**config.mk**
```make
export PLATFORM = sky130hd
export DESIGN_NAME = sad_min_find
export DESIGN_NICKNAME = d
export VERILOG_FILES = /design/src/rtl/sad_min_find.sv
export SDC_FILE = /design/constraint.sdc
export NUM_CORES = 1
export LEC_CHECK = 0
export CAP_MARGIN = 20
export CORE_MARGIN = 5
export CORE_UTILIZATION = 48
export CTS_CLUSTER_DIAMETER = 120
export DETAILED_ROUTE_END_ITERATION = 10
export PLACE_DENSITY = 0.79
export SYNTH_ARGS = -nofsm -noshare
export SYNTH_HDL_FRONTEND = slang
export SYNTH_SLANG_ARGS = --single-unit
```
**constraint.sdc**
```tcl
create_clock -name Clk -period 4.65 [get_ports Clk]
set_input_delay 1.1625 -clock Clk [delete_from_list [all_inputs] [get_ports Clk]]
set_output_delay 1.1625 -clock Clk [all_outputs]
set_load 0.1 [all_outputs]
```
**src/rtl/sad_min_find.sv**
```systemverilog
// Scans N_BLOCKS SAD words from the C memory and reports the smallest one,
// its address, and whether it falls within a threshold latched at Go.
module sad_min_find #(
    parameter int AC_WIDTH = 7,
    parameter int D_WIDTH  = 32,
    parameter int N_BLOCKS = 128
) (
    input  logic                Clk,
    input  logic                Rst,
    input  logic                Go,
    input  logic [D_WIDTH-1:0]  Threshold,
    output logic [AC_WIDTH-1:0] C_Addr,
    output logic                C_RW,
    output logic                C_En,
    input  logic [D_WIDTH-1:0]  C_Data,
    output logic                Busy,
    output logic                Done,
    output logic [D_WIDTH-1:0]  Min_SAD,
    output logic [AC_WIDTH-1:0] Min_Idx,
    output logic                Match
);

    typedef enum logic [2:0] {
        S_IDLE = 3'd0,
        S_INIT = 3'd1,
        S_REQ  = 3'd2,
        S_WAIT = 3'd3,
        S_CMP  = 3'd4,
        S_FIN  = 3'd5
    } state_t;

    localparam logic [AC_WIDTH-1:0] LAST_IDX = AC_WIDTH'(N_BLOCKS - 1);

    state_t              state_q, state_d;
    logic [AC_WIDTH-1:0] cnt_q, cnt_d;
    logic                first_q, first_d;
    logic [D_WIDTH-1:0]  run_min_q, run_min_d;
    logic [AC_WIDTH-1:0] run_idx_q, run_idx_d;
    logic [D_WIDTH-1:0]  thr_q, thr_d;
    logic [AC_WIDTH-1:0] c_addr_q, c_addr_d;
    logic                c_en_q, c_en_d;
    logic                busy_q, busy_d;
    logic                done_q, done_d;
    logic [D_WIDTH-1:0]  min_sad_q, min_sad_d;
    logic [AC_WIDTH-1:0] min_idx_q, min_idx_d;
    logic                match_q, match_d;

    always_comb begin
        state_d   = state_q;
        cnt_d     = cnt_q;
        first_d   = first_q;
        run_min_d = run_min_q;
        run_idx_d = run_idx_q;
        thr_d     = thr_q;
        c_addr_d  = '0;
        c_en_d    = 1'b0;
        done_d    = 1'b0;
        min_sad_d = min_sad_q;
        min_idx_d = min_idx_q;
        match_d   = match_q;

        case (state_q)
            S_IDLE: begin
                if (Go) begin
                    thr_d   = Threshold;
                    state_d = S_INIT;
                end
            end
            S_INIT: begin
                cnt_d   = '0;
                first_d = 1'b1;
                state_d = S_REQ;
            end
            S_REQ: begin
                c_addr_d = cnt_q;
                c_en_d   = 1'b1;
                state_d  = S_WAIT;
            end
            S_WAIT: begin
                state_d = S_CMP;
            end
            S_CMP: begin
                // First entry is always taken so an all-ones word can win.
                if (first_q || (C_Data < run_min_q)) begin
                    run_min_d = C_Data;
                    run_idx_d = cnt_q;
                end
                first_d = 1'b0;
                if (cnt_q == LAST_IDX) begin
                    state_d = S_FIN;
                end else begin
                    cnt_d   = cnt_q + 1'b1;
                    state_d = S_REQ;
                end
            end
            S_FIN: begin
                min_sad_d = run_min_q;
                min_idx_d = run_idx_q;
                match_d   = (run_min_q <= thr_q);
                done_d    = 1'b1;
                state_d   = S_IDLE;
            end
            default: begin
                state_d = S_IDLE;
            end
        endcase

        busy_d = (state_d != S_IDLE);
    end

    always_ff @(posedge Clk or posedge Rst) begin
        if (Rst) begin
            state_q   <= S_IDLE;
            cnt_q     <= '0;
            first_q   <= 1'b0;
            run_min_q <= '0;
            run_idx_q <= '0;
            thr_q     <= '0;
            c_addr_q  <= '0;
            c_en_q    <= 1'b0;
            busy_q    <= 1'b0;
            done_q    <= 1'b0;
            min_sad_q <= '0;
            min_idx_q <= '0;
            match_q   <= 1'b0;
        end else begin
            state_q   <= state_d;
            cnt_q     <= cnt_d;
            first_q   <= first_d;
            run_min_q <= run_min_d;
            run_idx_q <= run_idx_d;
            thr_q     <= thr_d;
            c_addr_q  <= c_addr_d;
            c_en_q    <= c_en_d;
            busy_q    <= busy_d;
            done_q    <= done_d;
            min_sad_q <= min_sad_d;
            min_idx_q <= min_idx_d;
            match_q   <= match_d;
        end
    end

    assign C_Addr  = c_addr_q;
    assign C_RW    = 1'b0;
    assign C_En    = c_en_q;
    assign Busy    = busy_q;
    assign Done    = done_q;
    assign Min_SAD = min_sad_q;
    assign Min_Idx = min_idx_q;
    assign Match   = match_q;

endmodule

```
# [After elaboration in Yosys (flattened, before gate mapping)]
# Index checks and enable logic that the tools add are counted.
[word_totals] regBits=132 latch_bits=0 ram_bits=0 rom_bits=0 inputBits=67 output_inout_bits=51 elab_cells=39 n_memories=0
[classes] n_addsub=1 multipliers=0 div_mod_pow=0 magnitude_cmp=2 n_eq_ne=7 n_shift=0 muxes=9 bitwise=0 reduce_logical=7
[op_table] cell="$le A32 B32 Y1" n=1
[op_table] cell="$lt A32 B32 Y1" n=1
[op_table] cell="$pmux W3 S5" n=1
[op_table] cell="$mux W7" n=2
[op_table] cell="$pmux W7 S2" n=1
[op_table] cell="$add A7 B1 Y7 const B" n=1
[op_table] cell="$eq A7 B7 Y1 const B" n=1
[op_table] cell="$eq A3 B2 Y1 const B" n=2
[op_table] cell="$eq A3 B3 Y1 const B" n=2
[op_table] cell="$mux W3" n=2
[op_table] cell="$reduce_and A2 Y1" n=3
[op_table] cell="$eq A3 B1 Y1 const B" n=1
[op_table] cell="$logic_not A3 Y1" n=1
[op_table] cell="$reduce_bool A3 Y1" n=1
[op_table] cell="$mux W1" n=2
[op_table] cell="$ne A2 B2 Y1 const B" n=1
[op_table] cell="$pmux W1 S2" n=1
[op_table] cell="$reduce_bool A2 Y1" n=1
[op_table] cell="$logic_or A1 B1 Y1" n=1

# [Depth between registers and ports, before layout]
[logic_depth] depth_word=4 ltp_mapped=10 mapped_depth_nobuf=8

# [Least setup slack after synthesis]
# No wires, ideal clock.
[synth_path] path_kind="in2reg" startpoint="in C_Data[26]" endpoint="reg run_idx_q[0]" setup_time_ns=0.125 arrival_time_ns=2.884 required_ns=4.525 setup_slack_ns=1.641 cell_stages=9 path_buffers=2 path_cell_list="ha_1 -> a21oi_1 -> nand2_1 -> a221oi_1 -> o21ai_0 -> a22oi_2 -> buf_6 -> buf_12 -> mux2_4"
[synth_between] elab_chain_cells=3
[synth_rtl] element="from (decl)" line_no="15" source="input logic [D_WIDTH-1:0] C_Data,"
[synth_rtl] element="$lt A32 B32 Y1" line_no="84" source="if (first_q || (C_Data < run_min_q)) begin"
[synth_rtl] element="$logic_or A1 B1 Y1" line_no="84"
[synth_rtl] element="$reduce_and A2 Y1 (no line)"
[synth_rtl] element="to (signal assigned)" line_no="131" source="run_idx_q <= run_idx_d;"
[synth_rtl] element="to (decl)" line_no="38" source="logic [AC_WIDTH-1:0] run_idx_q, run_idx_d;"
# Every way passes these cells.
# A chain may end at the register's enable or synchronous reset.

# [Worst setup path in the final report]
[layout_path] startpoint="in C_Data[26]" endpoint="reg run_min_q[2]"
[layout_between] elab_chain_cells=3
[layout_rtl] element="$lt A32 B32 Y1" line_no="84"
[layout_rtl] element="$logic_or A1 B1 Y1" line_no="84"
[layout_rtl] element="$reduce_and A2 Y1 (no line)"
[layout_rtl] element="to (signal assigned)" line_no="130" source="run_min_q <= run_min_d;"
[layout_rtl] element="to (decl)" line_no="37" source="logic [D_WIDTH-1:0] run_min_q, run_min_d;"
# Every way passes these cells.

==> summary.txt <==
STA
  – Max Slew Vio Count: 0
  – Tmin final: 3.45 ns
  – Final hold vios: 0
  – Fmax: 0.290 GHz
  – Worst Skew: 0.00770 ns
  – Slew at the pin closest to its max-slew limit: 1.04 ns
  – Final setup TNS: 0 ns
  – Slew margin rel.: 30.3%
  – Final period util: 74.2%
  – RSZ-0062 raised after global routing: false
  – Hold WS: 0.470 ns
  – Finish-stage setup viols: 0
  – Worst setup margin: 1.20 ns

Pwr
  – Worst vdd ir: 0.000236 V
  – PwrDens: 456 nW/um^2
  – P_leak: 3.99 nW

Placement
  – # port buffers: 116
  – RD Place Congestion: 0.874
  – Setup WS pre-CTS: 0.766 ns
  – Post-DP HPWL: 11500 um
  – Dpl cell area: 7840 um^2

Clock network
  – # hold bufs at CTS: 0
  – CTS tree: done
  – Clk_lat worst skew: 0.42 ns
  – CTS Buf Count: 17
  – Postcts setup bufs: 0
  – CTS H-tree lvls: 4
  – Clock buffer depth: 2
  – Reg clk slew, reported paths: 0.06 ns
  – Sink Count: 132
  – CTS Root Buffer Type: clkbuf_16
  – Post-cts sizing count: 0

Die
  – Ports: 118
  – Core area: 13200 um^2
  – Horiz. Die Dim: 126 um
  – FP Rows: 42
  – Starting Density: 49.1%
  – Die Y: 126 um
  – Die Area: 16000 um^2

Setup path
  – Crit path from: C_Data[26]
  – Critical path arrival: 3.75 ns
  – Worst R2R Setup Slack: 1.93 ns
  – Startpoint Class: input port
  – WS Path Type: input port to flop
  – Critical R2R Launch: run_min_q[26]$_DFFE_PP0P_
  – Worst-path fanout max: 22
  – Worst EP required: 4.95 ns
  – Crit end category: flop

Logic synthesis
  – Seq/Total Area, Yosys: 50.8%
  – Cell with the most instances after synthesis: dfrtp_1
  – Yosys top cell area share: 50.8%
  – Cells after Synth: 617
  – Mapped cell area: 6500 um^2
  – Post-synth top flop: dfrtp_1
  – Syn Area/Cell: 10.5 um^2
  – Ranking of synthesized cells by area: dfrtp_1 (51%), ha_1 (12%), nand2_1 (6.2%), o21ai_0 (5.9%), mux2_2 (5.4%)
  – Yosys top cell by area: dfrtp_1
  – Post-synth net total: 748
  – Ys Warns: 0
  – #FFs+latches synth: 132
  – Post-synthesis cell type count: 47
  – Synth async-reset ratio: 100%
  – Most frequent cells after synthesis: dfrtp_1 (132), nand2_1 (107), o21ai_0 (77)
  – Post-synth EDFFs: 0

Finish
  – Multi-input gate area: 2830 um^2
  – Layout Nets: 870
  – Fin util: 63.9%
  – Fraction of layout cells with a size suffix above 1: 11.4%
  – Post-route cell area: 8460 um^2
  – Filler cell count: 1033
  – Layout area overhead: 30.2%
  – Ant diodes: 0
  – Seq. cell area: 3300 um^2

Job
  – MaxCap Viol Count: 0

Detailed routing
  – Post-detailed-route DRC marker count: 0
  – TritonRoute pass-1 iters: 5
  – DR iter-0 viols: 329
  – Via count: 4859
  – Post-route ant nets: 0
  – Routed len/inst: 16.7 um
  – WL final: 15500 um
  – Vias/cell: 5.24

Status
  – Status: finished, final reports clean

GRT
  – Largest net degree at the start of global routing: 69
  – Number of antenna violations at the first check in global routing: 0
  – GR Overflow Total: 0
  – Global-route wire length before repair: 26100 um
  – Vias in the first global route: 5248
  – Gr usage total: 20.4%

Worst hold path
  – Hold Path Origin: run_idx_q[3]$_DFFE_PP0P_
  – Worst hold path type: flop to flop
[metal layers]
metal	vias up	share of wire, %	track usage, %
met4	0	1.5	5.74
li1	2338	-	-
met5	-	0	0
met2	139	49	34.6
met3	29	5.2	5.59
met1	2353	44	25.7
[cells by family after synthesis]
kind of cell,share of synthesized area (%)
adder cells (fa/ha/maj),12.3
other,0.0577
AO/OA/AOI/OAI,11.0
multiplexers,7.83
AND/OR/NAND/NOR,11.6
XOR/XNOR,0.539
flip-flops,50.8
buffers and inverters,5.76
[final timing paths]
check,endpoint,cells past startpoint
max,run_min_q[2]$_DFFE_PP0P_,9
min,Min_Idx[3]$_DFFE_PP0P_,2
max reg2reg,run_min_q[2]$_DFFE_PP0P_,9
min reg2reg,Min_Idx[3]$_DFFE_PP0P_,2
max in group asynchronous,run_min_q[9]$_DFFE_PP0P_,3
min in group asynchronous,thr_q[25]$_DFFE_PP0P_,2
[report_power, final]
group / switching, mW / internal, mW / leakage (nW)
combinational: 0.522 / 0.484 / 2.04
clock: 0.478 / 0.912 / 0.306
sequential: 0.146 / 1.32 / 1.64
total: 1.15 / 2.72 / 3.99
[layout by cell type (no fill, tap or decap), types with 10 or more instances in the layout]
cell	instances
nor2_1	14
mux2_4	10
mux2_2	31
dfrtp_1	132
o21ai_0	77
clkdlybuf4s50_1	116
nand4_1	13
inv_1	64
ha_1	64
a21oi_1	17
clkbuf_16	17
nand2_1	107
[through the flow]
stage	power [mW]	instances
finish	3.86	928
global placement	2.39	896
CTS	3.88	928
floorplan	2.14	617
detailed placement	2.47	896
global route	4.10	928
[area by class of cell]
cell class                      instances  share of cell area (%)
Clock buffer                           24                    5.93
Clock inverter                          8                    1.43
Inverter                               66                    2.97
Multi-Input combinational cell        398                    33.5
Sequential cell                       132                    39.0
Tap cell                              176                    2.60
Timing Repair Buffer                  124                    14.6
[state kept, by name, indices dropped and copies added, names as in the netlist]
name       count
Min_SAD       32
run_min_q     32
thr_q         32
C_Addr         7
Min_Idx        7
cnt_q          7
run_idx_q      7
state_q        3
Busy           1
C_En           1
Done           1
Match          1
first_q        1
[critical path: stages]
cell             delay (ns)
clkdlybuf4s50_1        0.44
ha_1                   0.35
a21oi_1                0.17
nand2_1                0.07
a221oi_1               0.41
o21ai_0                0.16
a22oi_2                0.22
buf_4                  0.37
mux2_2                 0.39
Power figures use the tool's default switching activity.
==> RTL change 1: new RTL, same settings <==
`AC_WIDTH`: 7 -> 5.
--- a/src/rtl/sad_min_find.sv
+++ b/src/rtl/sad_min_find.sv
@@ -3,3 +3,3 @@
 module sad_min_find #(
-    parameter int AC_WIDTH = 7,
+    parameter int AC_WIDTH = 5,
     parameter int D_WIDTH  = 32,
Ports: changed (resized C_Addr and Min_Idx); port bits go from 118 to 114. The function was not compared with the original's and may differ.
==> RTL change 1 against the unedited design <==
Global-route usage decreased by 0.26 points. Setup slack got worse by 0.091 ns. Sequential cell count down 8. Sequential power down 5%. Final area down 2.5%. Wire length is 1.4% lower. First-iteration DRC count is 30% lower. Area after synthesis fell by 2.7%. Power grew 0.54%.
==> RTL change 1: results (changes against the unedited design) <==
metric,value,unit,change
detail_route.iter0.violations,231,,was 329
tightest_slew,1.01,ns,was 1.04 ns
fillers,1007,,"was 1,033"
grt_max_degree,77,,was 69
syn-num-nets,737,,was 748
drt_wl_total,15300,um,"was 15,500 um"
multi_input_area,2840,um2,was 2830 um2
dp_cells,879,,was 896
track_usage,20.1,%,was 20.4%
place_hpwl,11100,um,"was 11,500 um"
postPlaceCellArea,7600,um2,was 7840 um2
cts.sinks,124,,was 132
vias_per_cell,5.27,,was 5.24
non_clock_inverter_count,68,,was 66
pre_cts_slack,0.762,ns,was 0.766 ns
vias,4802,,"was 4,859"
portBuffers,112,,was 116
clk_share,7.87,%,was 7.36%
seq_share,37.6,%,was 39.0%
layout.nonclk_buf_share,14.3,%,was 14.6%
n_clock_buffer,21,,was 24
ys_types,46,,was 47
yosysSeqAreaShare,49.1,%,was 50.8%
layout.comb_gates.multi_input,393,,was 398
ir_worst_vdd,247,uV,was 236 uV
syn_avg_cell_area,10.5,um2,about the same
yosysWarningCount,0,,unchanged
drt_pass1_iterations,5,,unchanged
synthTopCellsByArea,"dfrtp_1 49%, ha_1 13%, mux2_4 7.1%",,"was dfrtp_1 51%, ha_1 12%, nand2_1 6.2%"
status,finished clean,,unchanged
skew,0.00730,ns,was 0.00770 ns
cp.arrival,3.84,ns,was 3.75 ns
ctsRootBufferMaster,clkbuf_16,,unchanged
synthTopCellsByCount,"124 x dfrtp_1, 105 x nand2_1, 81 x o21ai_0",,"was 132 x dfrtp_1, 107 x nand2_1, 77 x o21ai_0"
gp_congestion,0.852,,was 0.874
final_layout_size_suffix_gt1_share,11.2,%,was 11.4%
worst-path-max-fanout,15,,was 22
slowest_stage,a2111oi_1,,was clkdlybuf4s50_1
grt_pass1_wl,25200,um,"was 26,100 um"
powerDensity,470,nW/um2,was 456 nW/um2
grt_pass1_vias,5102,,"was 5,248"
signal_buffers,118,,was 124
p_leak,3.89,nW,was 3.99 nW
RTL change 1: cell count changes after synthesis, sizes merged, moves of 3 or more:
cell,delta
inv,+3
a22oi,+3
mux2,-3
o21ai,+4
xor2,-3
a31oi,-3
dfrtp,-8
a21oi,+5
nor2,-6
o211ai,+3
RTL change 1: metal layers:
| layer | global-route usage, % | vias to the layer above | wire (um) |
|---|---|---|---|
| li1 | - | 2303 | - |
| met1 | 24.5 | 2334 | 6690 |
| met2 | 34.4 | 140 | 7580 |
| met3 | 5.49 | 25 | 820 |
| met4 | 7.03 | 0 | 231 |
| met5 | 0 | - | 0 |
RTL change 1: power by group:
part / switching (W) / internal [W]
Clock: 0.000481 / 0.000978
Sequential: 0.000155 / 0.00125
Combinational: 0.000504 / 0.000514
Total: 0.00114 / 0.00274
RTL change 1: kinds of logic (layout without fill, tap and decap cells):
group                      Yosys count  in the layout  share of synthesized area (%)
AOI/OAI and AO/OA                  131            131                           11.9
muxes                               38             38                           8.55
DFF                                124            124                           49.1
xor gates and xnor gates             1              1                          0.139
and+or+nand+nor                    157            157                           11.2
buffers and inverters               88            218                           6.19
adders and majority gates           65             65                           12.9
other                                1              1                         0.0593
RTL change 1: final timing paths:
| kind | slack, ns | depth (start not counted) | endpoint | start |
|---|---|---|---|---|
| worst min register to register | 0.48 | 2 | Min_SAD[2] | Min_SAD[2] |
| worst max register to register | 1.85 | 9 | run_min_q[10] | run_min_q[7] |
| worst max-delay path | 1.11 | 9 | run_min_q[10] | C_Data[7] |
| min in group asynchronous | 1.31 | 2 | thr_q[1] | Rst |
| worst min-delay path | 0.48 | 2 | Min_SAD[2] | Min_SAD[2] |
| max in group asynchronous | 2.55 | 3 | run_min_q[28] | Rst |
==> RTL change 2: new RTL, same flow settings <==
Without the edit above. `c_addr_q` no longer has a reset.
--- a/src/rtl/sad_min_find.sv
+++ b/src/rtl/sad_min_find.sv
@@ -118,3 +118,2 @@
             thr_q     <= '0;
-            c_addr_q  <= '0;
             c_en_q    <= 1'b0;
@@ -132,3 +131,2 @@
             thr_q     <= thr_d;
-            c_addr_q  <= c_addr_d;
             c_en_q    <= c_en_d;
@@ -140,2 +138,6 @@
         end
+    end
+
+    always_ff @(posedge Clk) begin
+        c_addr_q <= c_addr_d;
     end
Check against the original RTL: differs if Rst is asserted again (counterexample within 10 cycles, from zero or initial values and one cycle with Rst high); with Rst held inactive, the same outputs for 10 cycles.
==> RTL change 2 against the unedited design <==
Via count decreased by 1.4%. Hold slack improved by 0.0031 ns. Final area decreased by 1.2%. Fmax decreased by 5.1%. Sequential cell count unchanged. Non-clock buffer count decreased by 2. Setup slack got worse by 0.19 ns. Wire length decreased by 3.5%. Area after synthesis decreased by 1.5%. Cell count increased by 0.11%. Register-to-register slack got worse by 0.18 ns. Core utilization decreased by 0.25 points. Power decreased by 1.4%. Critical path type unchanged. Critical endpoint is now run_min_q[18].
==> RTL change 2: results (changes against the unedited design) <==
metric,value,unit,change
clkLatencyLatePin,0.41,ns,
slowest_stage,nor4b_1,,was clkdlybuf4s50_1
cts_made_buffers,17,,unchanged
skew,0.00599,ns,was 0.00770 ns
cp_top_family,simple AND/OR/NAND/NOR gates,,was compound AO/OA/AOI/OAI gates
syn-num-nets,752,,was 748
grt_max_degree,110,,was 69
dp_cells,897,,was 896
max_stage_delay,0.60,ns,was 0.44 ns
track_usage,19.9,%,was 20.4%
drt_pass1_iterations,4,,was 5
tightest_slew,1.01,ns,was 1.04 ns
worst-path-max-fanout,25,,was 22
synthTopCellsByCount,"125 x dfrtp_1, 108 x nand2_1, 75 x o21ai_0",,"was 132 x dfrtp_1, 107 x nand2_1, 77 x o21ai_0"
cp.arrival,3.93,ns,was 3.75 ns
detail_route.iter0.violations,265,,was 329
final_layout_size_suffix_gt1_share,10.9,%,was 11.4%
nets,871,,was 870
regToRegSetupSlack,1.75,ns,was 1.93 ns
grt_pass1_vias,5165,,"was 5,248"
p_leak,3.89,nW,was 3.99 nW
ir_worst_vdd,289,uV,was 236 uV
fillers,1005,,"was 1,033"
portBuffers,116,,unchanged
status,finished clean,,unchanged
finalCritPeriodShare,78.3,%,was 74.2%
yosysWarningCount,0,,unchanged
syn_avg_cell_area,10.3,um2,was 10.5 um2
ys_async_sr_fraction,94.7,%,was 100%
grt_pass1_wl,25300,um,"was 26,100 um"
pre_cts_slack,0.612,ns,was 0.766 ns
gp_congestion,0.844,,was 0.874
vias,4793,,"was 4,859"
cell_internal_pwr,0.00268,W,was 0.00272 W
synthTopCellsByArea,"dfrtp_1 49%, ha_1 13%, nand2_1 6.3%",,"was dfrtp_1 51%, ha_1 12%, nand2_1 6.2%"
wl_per_cell,16.1,um,was 16.7 um
yosysSeqAreaShare,51.0,%,was 50.8%
place_hpwl,11100,um,"was 11,500 um"
fin_cells,929,,was 928
## RTL change 2: power groups by stage
stage / logic (W) / registers [W] / clock network (W)
floorplan: 0.000675 / 0.00143 / 0
global placement: 0.000892 / 0.00147 / 0
detailed placement: 0.000947 / 0.00148 / 0
CTS: 0.000969 / 0.00146 / 0.00141
global route: 0.00111 / 0.00148 / 0.00145
finish: 0.000965 / 0.00146 / 0.00138
## RTL change 2: kinds of logic (layout without fill, tap and decap cells)
logic type | Yosys count | in the layout | synth area share [%]
AO/OA/AOI/OAI | 118 | 118 | 10.0
multiplexers | 42 | 42 | 7.95
buffers and inverters | 87 | 219 | 5.57
flip-flops | 132 | 132 | 51.0
other | 1 | 1 | 0.0586
AND/OR/NAND/NOR | 172 | 172 | 12.1
adder cells (fa/ha/maj) | 64 | 64 | 12.5
XOR/XNOR | 5 | 5 | 0.684
## RTL change 2: final cells by class
| class | count | area share [%] |
|---|---|---|
| clock buffers | 18 | 5.13 |
| clock inverters | 14 | 2.24 |
| inverters | 65 | 2.95 |
| multi-input cells | 402 | 33.4 |
| flip-flops and latches | 132 | 39.1 |
| well taps | 176 | 2.63 |
| repair buffers | 122 | 14.6 |
## RTL change 2: per-stage QoR
stage / hold WS (ns) / utilization (%) / area [um2]
6_report: 0.473 / 63.7 / 8360
5_1_grt: 0.498 / 63.7 / 8360
3_3_place_gp: 0.450 / 59.0 / 7750
3_5_place_dp: 0.460 / 59.0 / 7750
4_1_cts: 0.477 / 63.7 / 8360
2_1_floorplan: 0.435 / - / 6400
## RTL change 2: per-layer routing
metal | global-route usage, % | part of all wire [%]
met1 | 24.8 | 44
met2 | 33.3 | 50
met3 | 4.95 | 4.9
met4 | 7.59 | 1.8
met5 | 0 | 0
## RTL change 2: worst paths after layout
check                              start            end  cells past startpoint
max in group asynchronous            Rst      thr_q[15]                      3
setup / recovery              C_Data[26]  run_min_q[18]                      9
hold / removal               Min_SAD[18]    Min_SAD[18]                      2
min in group asynchronous            Rst    Min_SAD[10]                      2
hold reg to reg              Min_SAD[18]    Min_SAD[18]                      2
setup reg to reg           run_min_q[26]  run_min_q[18]                      9
## RTL change 2: worst register-to-register path: cells and delay by family (launching register included)
family                     cells  cell delay [ns]
AOI/OAI and AO/OA              2             0.43
buffers and inverters          2             0.36
muxes                          1             0.35
adders and majority gates      1             0.32
and+or+nand+nor                3             0.91
DFF                            1             0.41
